===== src/rtl/servo_pkg.sv =====
// servo_pkg: shared constants and FSM state type for frame-synchronous servo blocks
package servo_pkg;
  localparam int SERVO_PERIOD = 240000;
  localparam int SERVO_VAL_W = 8;
  localparam logic [SERVO_VAL_W-1:0] SERVO_CENTER = 8'd127;
  typedef enum logic {IDLE, UPDATE} state_t;
endpackage


===== src/rtl/frame_timer.sv =====
// frame_timer: free-running 0..PERIOD-1 counter with a registered pulse while the count sits at PERIOD-1
module frame_timer import servo_pkg::*; #(
  parameter int PERIOD = SERVO_PERIOD
) (
  input  logic clk,
  input  logic rst,
  output logic tick
);
  localparam int CW = $clog2(PERIOD);
  localparam logic [CW-1:0] LAST = CW'(PERIOD - 1);
  localparam logic [CW-1:0] PRE = CW'(PERIOD - 2);
  logic [CW-1:0] cnt;
  // tick is raised one cycle early so the flop output coincides with cnt == LAST
  always_ff @(posedge clk) begin
    if (rst) begin
      cnt <= '0;
      tick <= 1'b0;
    end else begin
      cnt <= (cnt == LAST) ? '0 : cnt + CW'(1);
      tick <= cnt == PRE;
    end
  end
endmodule


===== src/rtl/servo_ramp_ctrl.sv =====
// servo_ramp_ctrl: per-frame slew-limited servo positions; SERVO_RAMP_LIMIT_EN clamps accepted targets to [POS_MIN, POS_MAX]
module servo_ramp_ctrl import servo_pkg::*; #(
  parameter int NUM_CH = 4,
  parameter int PERIOD = SERVO_PERIOD,
  parameter int STEP = 4,
  parameter int POS_MIN = 0,
  parameter int POS_MAX = 255
) (
  input  logic                          clk,
  input  logic                          rst,
  input  logic                          cmd_valid,
  output logic                          cmd_ready,
  input  logic [3:0]                    cmd_chan,
  input  logic [SERVO_VAL_W-1:0]        cmd_target,
  output logic                          cmd_err,
  output logic [SERVO_VAL_W*NUM_CH-1:0] pos,
  output logic                          frame_tick,
  output logic                          busy,
  output logic                          at_target
);
  localparam int VW = SERVO_VAL_W;
  localparam int CHW = (NUM_CH > 1) ? $clog2(NUM_CH) : 1;
  localparam logic [CHW-1:0] CH_LAST = CHW'(NUM_CH - 1);
  localparam logic [VW-1:0] STEP_V = VW'(STEP);
  localparam logic [VW-1:0] LO = VW'(POS_MIN);
  localparam logic [VW-1:0] HI = VW'(POS_MAX);
`ifdef SERVO_RAMP_LIMIT_EN
  localparam bit LIMIT = 1'b1;
`else
  localparam bit LIMIT = 1'b0;
`endif
  logic [VW-1:0] tgt [NUM_CH];
  logic [VW-1:0] cur [NUM_CH];
  state_t state, state_nx;
  logic [CHW-1:0] ch, ch_nx;
  logic last, accept, chan_ok, all_eq;
  logic [VW-1:0] tgt_in, sel_p, sel_t, step_nx;
  logic [VW:0] diff, mag;

  frame_timer #(.PERIOD(PERIOD)) u_timer (
    .clk  (clk),
    .rst  (rst),
    .tick (frame_tick)
  );

  assign cmd_ready = (state == IDLE) && !frame_tick;
  assign accept = cmd_valid && cmd_ready;
  assign chan_ok = {1'b0, cmd_chan} < 5'(NUM_CH);
  assign tgt_in = !LIMIT ? cmd_target : (cmd_target < LO) ? LO : (cmd_target > HI) ? HI : cmd_target;
  assign last = ch == CH_LAST;

  // sweep sequencing: a tick starts a one-channel-per-cycle walk, ch parks at 0 when idle
  always_comb begin
    state_nx = (state == IDLE) ? (frame_tick ? UPDATE : IDLE) : (last ? IDLE : UPDATE);
    ch_nx = (state == UPDATE && !last) ? ch + CHW'(1) : '0;
  end

  // shared step datapath: the sign bit of the 9-bit difference picks direction
  always_comb begin
    sel_p = cur[ch];
    sel_t = tgt[ch];
    diff = {1'b0, sel_t} - {1'b0, sel_p};
    mag = diff[VW] ? ~diff + (VW+1)'(1) : diff;
    step_nx = (mag <= {1'b0, STEP_V}) ? sel_t : diff[VW] ? sel_p - STEP_V : sel_p + STEP_V;
  end

  // every channel must sit on its target for at_target to assert
  always_comb begin
    all_eq = 1'b1;
    for (int i = 0; i < NUM_CH; i++) all_eq = all_eq & (cur[i] == tgt[i]);
  end

  // flatten the position array onto the output bus
  always_comb begin
    pos = '0;
    for (int i = 0; i < NUM_CH; i++) pos[i*VW +: VW] = cur[i];
  end

  // FSM state, sweep index and busy flag
  always_ff @(posedge clk) begin
    if (rst) begin
      state <= IDLE;
      ch <= '0;
      busy <= 1'b0;
    end else begin
      state <= state_nx;
      ch <= ch_nx;
      busy <= state_nx == UPDATE;
    end
  end

  // target/position storage, error pulse and registered at_target
  always_ff @(posedge clk) begin
    if (rst) begin
      for (int i = 0; i < NUM_CH; i++) begin
        tgt[i] <= SERVO_CENTER;
        cur[i] <= SERVO_CENTER;
      end
      cmd_err <= 1'b0;
      at_target <= 1'b1;
    end else begin
      if (state == UPDATE) cur[ch] <= step_nx;
      if (accept && chan_ok) tgt[cmd_chan[CHW-1:0]] <= tgt_in;
      cmd_err <= accept && !chan_ok;
      at_target <= all_eq;
    end
  end
endmodule


===== config.mk =====
export PLATFORM = sky130hd
export DESIGN_NAME = servo_ramp_ctrl
export DESIGN_NICKNAME = d
export VERILOG_FILES = /design/src/rtl/servo_pkg.sv /design/src/rtl/frame_timer.sv /design/src/rtl/servo_ramp_ctrl.sv
export SDC_FILE = /design/constraint.sdc
export NUM_CORES = 1
export LEC_CHECK = 0
export BUFFER_PORTS_ARGS = -buffer_cell sky130_fd_sc_hd__buf_2
export CAP_MARGIN = 20
export CORE_MARGIN = 1
export CORE_UTILIZATION = 33
export DETAILED_ROUTE_END_ITERATION = 6
export PLACE_DENSITY_LB_ADDON = 0.1
export SLEW_MARGIN = 20
export SYNTH_ARGS = -nofsm -noshare
export SYNTH_HDL_FRONTEND = slang
export SYNTH_SLANG_ARGS = --single-unit

===== constraint.sdc =====
create_clock -name clk -period 14.9 [get_ports clk]
set_input_delay 2.235 -clock clk [delete_from_list [all_inputs] [get_ports clk]]
set_output_delay 2.235 -clock clk [all_outputs]
set_load 0.02 [all_outputs]

After elaboration in Yosys (flattened, before gate mapping)
Memories as Yosys holds them, arrays and structs flattened. A register that Yosys moved wholly into a read port is not among the register bits.
Cells that the tools add are included.
{"block": "word_totals", "out_inout_bits": 37, "input_bits": 15, "register_bits": 24, "memories": 2, "ramBits": 64}
{"memory": "cur", "words": 4, "width": 8, "rd": 5, "rd_ports_with_merged_regs": 1, "wr": 4, "line": "servo_ramp_ctrl.sv:33", "text": "logic [VW-1:0] cur [NUM_CH];"}
{"memory": "tgt", "words": 4, "width": 8, "rd": 5, "rd_ports_with_merged_regs": 1, "wr": 4, "line": "servo_ramp_ctrl.sv:32", "text": "logic [VW-1:0] tgt [NUM_CH];"}
{"block": "op_classes", "n_lt_le_gt_ge": 2, "n_bitwise": 6, "reduce_logical": 12, "add_sub_neg": 6, "n_eq_ne": 7, "mux": 22}
{"cell": "$eq 18x18->1 const B", "n": 2}
{"cell": "$eq 8x8->1", "n": 4}
{"cell": "$mux 8", "n": 4}
{"cell": "$add 18x1->18 const B", "n": 1}
{"cell": "$reduce_or 8->1", "n": 2}
{"cell": "$mux 1", "n": 13}
{"cell": "$add 9x1->9 const B", "n": 1}
{"cell": "$le 9x3->1 const B", "n": 1}
{"cell": "$mux 9", "n": 1}
{"cell": "$not 9->9", "n": 1}
{"cell": "$sub 8x8->9", "n": 1}
{"cell": "$add 8x3->8 const B", "n": 1}
{"cell": "$mux 2", "n": 4}
{"cell": "$sub 8x3->8 const B", "n": 1}
{"cell": "$logic_and 1x1->1", "n": 5}
{"cell": "$lt 4x3->1 const B", "n": 1}
{"cell": "$reduce_or 2->1", "n": 2}
{"cell": "$and 1x1->1", "n": 3}
{"cell": "$logic_not 1->1", "n": 3}
{"cell": "$add 2x1->2 const B", "n": 1}
{"cell": "$eq 2x2->1 const B", "n": 1}
{"cell": "$not 1->1", "n": 2}

Depth between registers and ports, before layout
{"block": "depth", "ltp_word": 9, "depth_mapped": 18, "depth_no_buf": 17}

Hierarchy
Synthesis repeated with hierarchy kept, for this count alone.
{"block": "hier_totals", "hier_cells": 458, "hier_area_um2": 5180.0}
{"module": "servo_ramp_ctrl", "area_each_um2": 4335.4, "seq_area_each_um2": 2021.9, "instances": 1, "cells_per_inst": 365}
{"module": "frame_timer", "area_each_um2": 844.6, "seq_area_each_um2": 380.4, "instances": 1, "cells_per_inst": 93}

Worst setup path before layout
OpenSTA, ideal clock, no wires.
{"block": "synth_timing", "kind": "register to register", "from": "register ch[0]", "to": "memory cur[0][3] (netlist bit), data pin", "t_arrival_ps": 4441, "slack_ps": 10196, "period_less_slack_ps": 4704, "stages_incl_launch_ff": 14, "path_buffers": 3, "setup_ps": 262, "cell_sequence": "dfxtp_1 > buf_1 > clkbuf_1 > mux4_2 > inv_1 > ha_1 > a21o_1 > a21o_1 > or3_1 > a221oi_2 > o311ai_2 > a221oi_4 > buf_6 > mux2_1"}
{"element": "from (decl)", "line": "servo_ramp_ctrl.sv:35", "text": "logic [CHW-1:0] ch, ch_nx;"}
{"element": "from (signal assigned)", "line": "servo_ramp_ctrl.sv:87", "text": "ch <= ch_nx;"}
{"element": "to (decl)", "line": "servo_ramp_ctrl.sv:33"}

==> run_results.csv <==
group,metric,value,unit
timing,finalSetupViolations,0,
floorplanning,die_y,130.3,µm
min_path,hold_path.class,"reg -> reg",
timing,skew,0.007697,ns
clock_network,clockRootBuffer,"clkbuf_16",
synthesis,synthTopCellsByArea,"edfxtp_1 (35%), dfxtp_1 (8.8%), mux4_2 (6.6%)",
placement,gp_congestion,0.8316,
synthesis,synthCells,504,
detailed_routing,wl_per_cell,19.27,µm
timing,rsz0062_at_grt,"false",
clock_network,holdBufCountCts,0,
synthesis,avgSynthCellArea,10.78,µm²
clock_network,cts-resized-gates,0,
synthesis,synth_top_area_share,35.38,%
timing,hold_violations,0,
finish,final_layout_size_suffix_gt1_share,20.97,%
synthesis,yosysWarnings,0,
critical_path,rrSetupSlack,9.82,ns
clock_network,clock_latency,0.35,ns
pwr,ir_drop,0.05238,mV
synthesis,synthArstFlopShare,0,%
floorplanning,ios,52,
timing,slew_headroom,26.23,%
pwr,p_leak,1.994,nW
critical_path,crit_fanout,32,
placement,post-place-ws,9.860,ns
grt,grt_overflow_total,0,
grt,grt_usage,18.80,%
timing,fmax,0.1969,GHz
critical_path,crit_path_end_kind,"flip-flop",
detailed_routing,detail_route.vias_per_cell,5.142,
status,status,"finished clean",
grt,grt_max_degree,33,
grt,antenna_found_initial,0,
floorplanning,dieWidth,130.3,µm
placement,port_buffers,51,
grt,grt_pass1_wl,23050,µm
detailed_routing,drtAntennaViolNets,0,
run,drv_cap,0,
placement,dp_hpwl,11620,µm
synthesis,yosys_register_bits,88,
clock_network,cts.htree.levels,3,
synthesis,syn_nets,537,
clock_network,clock_sink_count,88,
pwr,powerDensity,85.33,nW/µm²
clock_network,cts_buffers,9,
detailed_routing,num_vias,3980,
finish,area_growth,13.75,%
finish,fin_nets,586,
critical_path,startpoint_type,"flip-flop",
synthesis,synthFlopType,"edfxtp_1",
detailed_routing,initialDrtViolationCount,229,
synthesis,syn-cell-area,5433,µm²
floorplanning,core_area,16000,µm²
grt,grt_pass1_vias,3881,
synthesis,seq_area_frac_synth,44.22,%
clock_network,cts_tree,"yes",
timing,fin_ws,9.822,ns
floorplanning,dieArea,16980,µm²
detailed_routing,route.detailed.drc,0,
timing,slew_viol_final,0,
timing,worst_pin_slew,1.104,ns
detailed_routing,drt-total-wl,14920,µm
timing,period_share,34.08,%
critical_path,cp.required,15.00,ns
critical_path,cp.arrival,5.18,ns
synthesis,synth-edff-count,64,
timing,setup_tns,0,ns
critical_path,worstSetupPathType,"reg -> reg",
floorplanning,fp-row-count,46,
clock_network,clkTransAtPathRegs,0.06,ns
clock_network,post-cts-setup-buffer-count,0,
timing,final.min_clock_period,5.078,ns
synthesis,synth_area_leader_cell,"edfxtp_1",
finish,insertedDiodeCount,0,
clock_network,clk_path_buf_depth,2,
detailed_routing,firstDrtPassIters,4,
min_path,min_path_cells,1,
synthesis,synth.distinct_cells,60,
floorplanning,initial_core_util,33.95,%
critical_path,r2r_cells,14,
[synth_stat cells, types with 6 or more instances]
library cell and count:
nor2_1 76, or2_2 23, mux2i_1 27, ha_1 16, nand2b_1 15, nor4_1 6
mux4_2 16, inv_1 22, dfxtp_1 24, o21ai_0 9, xnor2_1 33, nand3_1 11
clkbuf_1 8, and3_1 10, a21oi_1 8, edfxtp_1 64, a21o_1 8, nor3_1 7
nand4_1 9, nand2_1 29, xor2_1 20
[layout by cell type, fill, tap and decap left out, drive strengths merged, types with 3 or more instances in the layout]
cell type	count
a221oi	3
mux2i	27
nand4	9
edfxtp	64
nand3b	3
nor2	76
a21o	8
mux4	16
o21bai	3
buf	53
a31o	3
xor2	20
nand2b	15
ha	16
nor4	6
and3	10
o21ai	10
clkbuf	13
nand2	29
dfxtp	24
or2	23
nand3	11
xnor2	33
inv	23
or3	5
nor3	7
nor2b	3
a21oi	8
mux2	5
[cells by family (layout without fill, tap and decap cells)]
kind of cell	after synthesis	after routing	share of synthesized area, %
flip-flops	88	88	44.22
buffers and inverters	37	91	2.856
multiplexers	48	48	12.64
AO/OA/AOI/OAI	54	54	8.130
AND/OR/NAND/NOR	205	205	18.77
adder cells (fa/ha/maj)	18	18	4.422
XOR/XNOR	54	54	8.959
[routing by layer]
metal / up-vias / GRT usage [%] / wire [µm]
met5: - / 0 / 0
met4: 0 / 7.114 / 265
met3: 13 / 3.198 / 904
met2: 114 / 30.10 / 6996
met1: 1934 / 25.40 / 6749
li1: 1919 / - / -
[final cells by class]
| type | count | area (µm²) |
|---|---|---|
| flip-flops and latches | 88 | 2402 |
| clock inverters | 3 | 16.27 |
| multi-input cells | 379 | 2875 |
| inverters | 22 | 82.58 |
| well taps | 216 | 270.3 |
| repair buffers | 53 | 270.3 |
| clock buffers | 13 | 262.8 |
| fillers | 1656 | 9821 |
[final timing paths]
| path | from | endpoint |
|---|---|---|
| setup reg to reg | ch[1] | cur[2][2] |
| hold reg to reg | u_timer.cnt[0] | u_timer.cnt[0] |
| hold / removal | u_timer.cnt[0] | u_timer.cnt[0] |
| setup / recovery | ch[1] | cur[2][2] |
[power by group]
part,internal [mW],switching (mW),total (mW)
combinational,0.0161,0.0250,0.0412
sequential,0.264,0.00256,0.267
clock,0.124,0.0956,0.219
[registers in the layout, summed over array words and instances, names as in the netlist]
| signal | flops |
|---|---|
| cur | 32 |
| tgt | 32 |
| u_timer.cnt | 18 |
| ch | 2 |
| at_target | 1 |
| cmd_err | 1 |
| state | 1 |
| u_timer.tick | 1 |
[through the flow]
| step | util [%] | instance area [µm²] | power (mW) | hold WS, ns | instances |
|---|---|---|---|---|---|
| after floorplan | - | 5433 | 0.3010 | 0.4410 | 504 |
| after global placement | 36.88 | 5901 | 0.3136 | 0.4719 | 758 |
| after detailed placement | 36.88 | 5901 | 0.3138 | 0.4640 | 758 |
| after CTS | 38.62 | 6180 | 0.5338 | 0.4803 | 774 |
| after global routing | 38.62 | 6180 | 0.5458 | 0.5055 | 774 |
| final | 38.62 | 6180 | 0.5273 | 0.4807 | 774 |
[critical path, stage by stage (launching register included)]
cell and delay, ns:
dfxtp_1 0.92, mux4_2 0.48, inv_1 0.09, ha_1 0.19, inv_1 0.06, fa_1 0.43, a21o_1 0.24, a221oi_4 0.37
o21ai_2 0.20, inv_1 0.26, and4_1 0.25, o311ai_2 0.14, a221oi_4 0.29, buf_4 0.47, mux2_2 0.40
No activity file was read; power rests on OpenSTA's default activity.
